==> config.mk <==
export PLATFORM = sky130hd
export DESIGN_NAME = taus_urng
export DESIGN_NICKNAME = d
export VERILOG_FILES = /design/src/rtl/taus_pkg.sv /design/src/rtl/taus_step.sv /design/src/rtl/taus_urng.sv
export SDC_FILE = /design/constraint.sdc
export NUM_CORES = 1
export LEC_CHECK = 0
export CAP_MARGIN = 20
export CORE_MARGIN = 2
export CORE_UTILIZATION = 40
export CTS_BUF_LIST = sky130_fd_sc_hd__clkbuf_8
export CTS_CLUSTER_SIZE = 30
export DETAILED_ROUTE_END_ITERATION = 12
export HOLD_SLACK_MARGIN = 0.15
export RECOVER_POWER = 100
export SYNTH_ARGS = -nofsm -noshare
export SYNTH_HDL_FRONTEND = slang
export SYNTH_SLANG_ARGS = --single-unit
==> constraint.sdc <==
create_clock -name clk -period 1.6 [get_ports clk]
set_input_delay 0.32 -clock clk [delete_from_list [all_inputs] [get_ports clk]]
set_output_delay 0.32 -clock clk [all_outputs]
set_load 0.1 [all_outputs]
==> src/rtl/taus_pkg.sv <==
// rtl/taus_pkg.sv - taus88 constants, seed limits and control-state enum shared by the generator.
package taus_pkg;

  localparam logic [31:0] MASK0 = 32'hFFFF_FFFE;
  localparam logic [31:0] MASK1 = 32'hFFFF_FFF8;
  localparam logic [31:0] MASK2 = 32'hFFFF_FFF0;

  localparam int S0_A = 13;
  localparam int S0_B = 19;
  localparam int S0_C = 12;
  localparam int S1_A = 2;
  localparam int S1_B = 25;
  localparam int S1_C = 4;
  localparam int S2_A = 3;
  localparam int S2_B = 11;
  localparam int S2_C = 17;

  localparam logic [31:0] SEED0_MIN = 32'd2;
  localparam logic [31:0] SEED1_MIN = 32'd8;
  localparam logic [31:0] SEED2_MIN = 32'd16;

  typedef enum logic [1:0] {GEN_A, GEN_B, HOLD} state_e;

  typedef struct packed {
    logic [31:0] s0;
    logic [31:0] s1;
    logic [31:0] s2;
  } taus_state_t;

  // A seed below its minimum would lock that component at zero.
  function automatic logic [31:0] legal_seed(input logic [31:0] seed,
                                             input logic [31:0] min_val,
                                             input logic [31:0] dflt);
    return (seed < min_val) ? dflt : seed;
  endfunction

endpackage

==> src/rtl/taus_step.sv <==
// rtl/taus_step.sv - combinational taus88 step: next component state and output word.
module taus_step
  import taus_pkg::*;
(
  input  taus_state_t cur_i,
  output taus_state_t nxt_o,
  output logic [31:0] word_o
);

  logic [31:0] b0, b1, b2;

  assign b0 = ((cur_i.s0 << S0_A) ^ cur_i.s0) >> S0_B;
  assign b1 = ((cur_i.s1 << S1_A) ^ cur_i.s1) >> S1_B;
  assign b2 = ((cur_i.s2 << S2_A) ^ cur_i.s2) >> S2_B;

  assign nxt_o.s0 = ((cur_i.s0 & MASK0) << S0_C) ^ b0;
  assign nxt_o.s1 = ((cur_i.s1 & MASK1) << S1_C) ^ b1;
  assign nxt_o.s2 = ((cur_i.s2 & MASK2) << S2_C) ^ b2;

  assign word_o = nxt_o.s0 ^ nxt_o.s1 ^ nxt_o.s2;

endmodule

==> src/rtl/taus_urng.sv <==
// rtl/taus_urng.sv - taus88 uniform source packing two words into (u0, u1) over valid/ready; TAUS_SEED_LOAD_EN adds runtime seed loading.
module taus_urng
  import taus_pkg::*;
#(
  parameter logic [31:0] SEED0 = 32'd12345,
  parameter logic [31:0] SEED1 = 32'd67890,
  parameter logic [31:0] SEED2 = 32'd13579
) (
  input  logic        clk,
  input  logic        reset,
`ifdef TAUS_SEED_LOAD_EN
  input  logic        seed_load,
  input  logic [31:0] seed0,
  input  logic [31:0] seed1,
  input  logic [31:0] seed2,
`endif
  input  logic        out_ready,
  output logic        out_valid,
  output logic [47:0] u0,
  output logic [15:0] u1
);

  state_e      state_q, state_d;
  taus_state_t gen_q, gen_d, gen_nxt;
  logic [31:0] word;
  logic [31:0] word_a_q, word_a_d;
  logic [47:0] u0_q, u0_d;
  logic [15:0] u1_q, u1_d;
  logic        valid_q, valid_d;

  taus_step u_step (
    .cur_i  (gen_q),
    .nxt_o  (gen_nxt),
    .word_o (word)
  );

  always_comb begin
    state_d  = state_q;
    gen_d    = gen_q;
    word_a_d = word_a_q;
    u0_d     = u0_q;
    u1_d     = u1_q;
    valid_d  = valid_q;

    case (state_q)
      GEN_A: begin
        gen_d    = gen_nxt;
        word_a_d = word;
        state_d  = GEN_B;
      end
      GEN_B: begin
        gen_d   = gen_nxt;
        u0_d    = {word_a_q, word[31:16]};
        u1_d    = word[15:0];
        valid_d = 1'b1;
        state_d = HOLD;
      end
      HOLD: begin
        // Accepting the pair also produces the first word of the next one.
        if (out_ready) begin
          gen_d    = gen_nxt;
          word_a_d = word;
          valid_d  = 1'b0;
          state_d  = GEN_B;
        end
      end
      default: state_d = GEN_A;
    endcase

`ifdef TAUS_SEED_LOAD_EN
    if (seed_load) begin
      gen_d.s0 = legal_seed(seed0, SEED0_MIN, SEED0);
      gen_d.s1 = legal_seed(seed1, SEED1_MIN, SEED1);
      gen_d.s2 = legal_seed(seed2, SEED2_MIN, SEED2);
      state_d  = GEN_A;
      valid_d  = 1'b0;
    end
`endif
  end

  always_ff @(posedge clk or negedge reset) begin
    if (!reset) begin
      state_q  <= GEN_A;
      gen_q    <= '{s0: SEED0, s1: SEED1, s2: SEED2};
      word_a_q <= 32'd0;
      u0_q     <= 48'd0;
      u1_q     <= 16'd0;
      valid_q  <= 1'b0;
    end else begin
      state_q  <= state_d;
      gen_q    <= gen_d;
      word_a_q <= word_a_d;
      u0_q     <= u0_d;
      u1_q     <= u1_d;
      valid_q  <= valid_d;
    end
  end

  assign out_valid = valid_q;
  assign u0        = u0_q;
  assign u1        = u1_q;

endmodule

After elaboration in Yosys (flattened, before gate mapping)
Index checks and enable logic that the tools add are counted.
{"block": "word_totals", "regBits": 195, "latchBits": 0, "ram_bits": 0, "rom_bits": 0, "input_bits": 3, "out_inout_bits": 65, "wordCells": 35, "memories": 0}
{"block": "classes", "addsub": 0, "multipliers": 0, "div_mod_pow": 0, "n_lt_le_gt_ge": 0, "n_eq_ne": 3, "shift": 0, "n_mux": 8, "bitwise_logic": 8, "reduce_logical": 8}
{"op": "$pmux W96 S2", "n": 1}
{"op": "$xor A32 B32 Y32", "n": 5}
{"op": "$mux W96", "n": 1}
{"op": "$pmux W32 S2", "n": 1}
{"op": "$mux W32", "n": 1}
{"op": "$xor A32 B13 Y32", "n": 1}
{"op": "$xor A32 B21 Y32", "n": 1}
{"op": "$xor A32 B7 Y32", "n": 1}
{"op": "$pmux W2 S3", "n": 1}
{"op": "$reduce_and A2 Y1", "n": 3}
{"op": "$reduce_bool A2 Y1", "n": 3}
{"op": "$eq A2 B1 Y1 const B", "n": 1}
{"op": "$eq A2 B2 Y1 const B", "n": 1}
{"op": "$logic_not A2 Y1", "n": 1}
{"op": "$mux W2", "n": 1}
{"op": "$ne A2 B2 Y1 const B", "n": 1}
{"op": "$pmux W1 S2", "n": 1}
{"op": "$reduce_or A2 Y1", "n": 1}
{"op": "$mux W1", "n": 1}

Depth between registers and ports, before layout
{"block": "logic_depth", "depth_word": 6, "ltp_mapped": 5, "depth_no_buf": 3}

By module
From an unflattened synthesis, not the netlist that was laid out.
{"block": "unflattened", "hier_cells": 564, "area_unflattened_um2": 8812.2}
{"mod": "taus_urng", "n_inst": 1, "cells_each": 417, "area_each_um2": 7398.3, "seq_area_each_um2": 4903.5}
{"mod": "taus_step", "n_inst": 1, "cells_each": 147, "area_each_um2": 1413.9, "seq_area_each_um2": 0.0}

Least setup slack after synthesis
Ideal clock, no wire load.
{"block": "synth_timing", "path_type": "reg2reg", "start": "register state_q[0]", "end": "register gen_q[86] (netlist name)", "setup_ps": 125, "t_arrival_ps": 1361, "required_time_ps": 1475, "path_slack_ps": 114, "stages_incl_launch_ff": 5, "path_buffers": 2, "synth_period_minus_slack_ps": 1486, "cell_sequence": "dfrtp_1 > o21ai_2 > buf_4 > buf_4 > mux2_2"}
{"block": "synth_between", "elab_chain_len": 4, "elab_cells_between_ends": 8, "classes_between": "eq/ne: 3; mux: 1; reduce/logical: 4"}
{"item": "start, declared", "line": "taus_urng.sv:23", "text": "state_e state_q, state_d;"}
{"item": "start signal, assigned", "line": "taus_urng.sv:90", "text": "state_q <= state_d;"}
{"item": "$eq A2 B1 Y1 or $logic_not A2 Y1 (tied branches)", "line": "taus_urng.sv:45", "text": "case (state_q)"}
{"item": "$reduce_or A2 Y1 (no source line)"}
{"item": "$reduce_bool A2 Y1 (no source line)"}
{"item": "$reduce_and A2 Y1 (no source line)"}
{"item": "end signal, assigned", "line": "taus_urng.sv:84", "text": "gen_q <= '{s0: SEED0, s1: SEED1, s2: SEED2};"}
{"item": "end signal, assigned", "line": "taus_urng.sv:91", "text": "gen_q <= gen_d;"}
{"item": "end, declared", "line": "taus_urng.sv:24", "text": "taus_state_t gen_q, gen_d, gen_nxt;"}
Parallel ways exist; a longest one is shown, timed or not.
A chain may end at the register's enable or synchronous reset.

Worst setup path after layout
{"block": "layout_timing", "start": "register gen_q[20] (netlist name)", "end": "register word_a_q[9]"}
{"block": "layout_between", "elab_chain_len": 5}
{"item": "$xor A32 B32 Y32 (*)", "line": "taus_step.sv:14", "text": "assign b2 = ((cur_i.s2 << S2_A) ^ cur_i.s2) >> S2_B;"}
{"item": "$xor A32 B21 Y32 (*)", "line": "taus_step.sv:18", "text": "assign nxt_o.s2 = ((cur_i.s2 & MASK2) << S2_C) ^ b2;"}
{"item": "$xor A32 B32 Y32 (*)", "line": "taus_step.sv:20", "text": "assign word_o = nxt_o.s0 ^ nxt_o.s1 ^ nxt_o.s2;"}
{"item": "$mux W32", "line": "taus_urng.sv:60", "text": "if (out_ready) begin"}
{"item": "$pmux W32 S2 (*)", "line": "taus_urng.sv:45"}
{"item": "end signal, assigned", "line": "taus_urng.sv:92", "text": "word_a_q <= word_a_d;"}
{"item": "end, declared", "line": "taus_urng.sv:26", "text": "logic [31:0] word_a_q, word_a_d;"}
Mark *: on every way between the ends. The rest lies on a longest branch, timed or not. The select of a mux whose other input is x is not followed.

==> metrics.csv <==
stage;metric;value;unit
synthesis;main area contributors after synthesis;dfrtp_1 (55%), mux2_2 (19%), dfstp_2 (4.7%);
place;GP Congestion;0.791;
synthesis;Seq/Total Area, Yosys;59.4;%
timing;Clock Skew;9.77;ps
global_routing;first-pass GRT wire length;27.3;mm
synthesis;Primary FF master, synth;dfrtp_1;
floorplanning;Die Area;20900;um2
floorplanning;# rows;51;
synthesis;Async S/R FF share, synth;100;%
detailed_routing;DRC Markers;0;
place;DP HPWL;12.6;mm
timing;Slew Viols, Final;0;
timing;worst slew pin tran;772;ps
final_layout;post-route cell area;10500;um2
worst_setup_path;worst-path fanout max;3;
floorplanning;Die H;145;um
synthesis;commonest cells in the netlist;dfrtp_1 (173), mux2_2 (131), xor2_1 (41);
clocking;Skew-Pair Late Insertion Delay;460;ps
worst_setup_path;flop2flop setup slack;50;ps
global_routing;number of antenna violations at the first check in global routing;0;
synthesis;post-synth cell types;18;
synthesis;Seq cells post-synth;187;
timing;unrepaired setup endpoints after global routing;yes;
worst_setup_path;reg-to-reg startpoint;gen_q[20]$_DFFE_PN0P_;
floorplanning;DIE WIDTH;145;um
worst_setup_path;Critical Path Start Type;flop;
detailed_routing;Routed WL;16.6;mm
timing;Slew headroom;48.6;%
final_layout;share of cells above drive strength 1;44.1;%
worst_hold_path;worst hold path type;in2async;
synthesis;Synth area leader;dfrtp_1;
worst_setup_path;Critical Path End Type;flop;
timing;final hold violation count;0;
detailed_routing;DR vias/cell;4.73;
place;I/O Buffers;67;
timing;Setup violations, final;0;
synthesis;syn nets;552;
worst_setup_path;CP arrival;1900;ps
worst_setup_path;Crit path required time;1950;ps
clocking;CTS Buf Count;17;
detailed_routing;total iterations of the first detailed-routing run;6;
timing;fin crit share;97.1;%
synthesis;Post-synth EDFFs;0;
clocking;CTS Root Cell;clkbuf_8;
timing;Max Fclk;644;MHz
final_layout;Ant. Diodes;0;
synthesis;Yosys top cell area share;54.8;%
worst_setup_path;reg2reg end;word_a_q[9]$_DFFE_PN0P_;
synthesis;Syn Area/Cell;14.4;um2
floorplanning;I/O pin count;68;
clocking;H-tree levels;4;
detailed_routing;post-DR wirelength/cell;17.6;um
global_routing;Remaining Overflow, GRT;0;
global_routing;largest net degree at the start of global routing;44;
timing;fin crit period;1550;ps
clocking;clock buffer depth;2;
place;dpl cell area;9990;um2
floorplanning;Initial Utilization;40.7;%
flow_run;max_cap viols;0;
synthesis;top-count cell post-synth;dfrtp_1;
worst_setup_path;Crit Path Category;reg2reg;
timing;final worst setup slack;46.6;ps
run_status;status;finished clean;
final_layout;fin nets;665;
place;Post-Place Worst Slack;-273;ps
global_routing;All-Layer GR Usage;17.6;%
final_layout;Layout area overhead;32.9;%
synthesis;area of the mapped netlist;7900;um2
floorplanning;Core ar.;19400;um2
synthesis;post-synthesis instance total;549;
clocking;Sink Count;187;
synthesis;synthesis warning total;0;
detailed_routing;post-route ant nets;0;
global_routing;vias in the first global route;4916;
detailed_routing;Detailed Route Iter0 Violations;185;
worst_setup_path;R2R cell count;3;
clocking;CTS tree;done;
clocking;clock-pin slew on the worst setup and hold paths;90;ps
detailed_routing;Via Count;4446;
critical path, cell delays in order, from the launching register on:
cell     delay [ps]
dfrtp_1         420
xor2_1          370
xnor3_1         400
mux2_2          270
cells in the final DEF (no fill, tap or decap), types with 5 or more instances in the layout:
| cell type | count |
|---|---|
| dfrtp_1 | 173 |
| mux2_2 | 131 |
| buf_12 | 76 |
| xor2_1 | 36 |
| xnor2_1 | 35 |
| buf_4 | 34 |
| nand2_1 | 29 |
| o21ai_0 | 29 |
| inv_1 | 25 |
| mux2i_1 | 19 |
| clkbuf_8 | 19 |
| a21oi_1 | 15 |
| dfstp_2 | 14 |
| xnor3_1 | 9 |
| bufinv_16 | 6 |
| xor2_2 | 5 |
final cells by class:
| cell class | instances | area [um2] |
|---|---|---|
| repair buffers | 116 | 1820 |
| well taps | 265 | 332 |
| flip-flops and latches | 187 | 4700 |
| fillers | 1649 | 8900 |
| inverters | 22 | 82.6 |
| clock inverters | 13 | 224 |
| clock buffers | 19 | 262 |
| multi-input cells | 318 | 3080 |
logic make-up after synthesis:
| logic type | synth area share [%] |
|---|---|
| AO/OA/AOI/OAI | 2.94 |
| XOR/XNOR | 12.5 |
| buffers and inverters | 2.52 |
| flip-flops | 59.4 |
| multiplexers | 21.1 |
| AND/OR/NAND/NOR | 1.54 |
per-layer routing:
metal / track usage [%] / vias up / share of wire [%]
li1: - / 2073 / -
met1: 24.0 / 2289 / 46
met2: 28.6 / 72 / 50
met3: 3.68 / 12 / 2.8
met4: 4.91 / 0 / 1.3
met5: 0 / - / 0
worst max-delay path by stage:
stage / startpoint / endpoint / slack, ps / depth (start not counted)
6_report: gen_q[20]$_DFFE_PN0P_ / word_a_q[9]$_DFFE_PN0P_ / 50 / 3
5_1_grt: gen_q[20]$_DFFE_PN0P_ / u1[9]$_DFFE_PN0P_ / -50 / 3
4_1_cts: gen_q[13]$_DFFE_PN1P_ / u1[5]$_DFFE_PN0P_ / 8 / 3
3_5_place_dp: out_ready / gen_q[44]$_DFFE_PN0P_ / -270 / 6
3_3_place_gp: out_ready / gen_q[75]$_DFFE_PN0P_ / -270 / 6
2_1_floorplan: state_q[0]$_DFFE_PN0P_ / gen_q[86]$_DFFE_PN0P_ / 110 / 4
timing repair:
| item | CTS | global route |
|---|---|---|
| pin swaps | 2 | 1 |
| endpoints found under the setup margin | 4 | 25 |
| hold endpoints to repair | 174 | 0 |
| gates resized for setup | 2 | 8 |
| hold buffers | 1 | 0 |
| buffers inserted | 1 | 0 |
| cloned | 0 | 0 |
metrics by stage:
stage,utilization (%),hold slack [ps],setup TNS [ps],instances
6_report,54.1,464,0,940
5_1_grt,54.1,497,-376,940
4_1_cts,54.1,289,0,940
3_5_place_dp,51.5,225,-24260,906
3_3_place_gp,51.5,224,-24340,906
2_1_floorplan,-,24.4,0,549
sequential cells by signal (all words and copies together), names as in the netlist:
register,cells
gen_q,88
u1,16
word_a_q,32
state_q,2
out_valid,1
u0,48
Power is not shown: default switching activity piles up to over one toggle a cycle in this logic, so the estimate is an artifact.
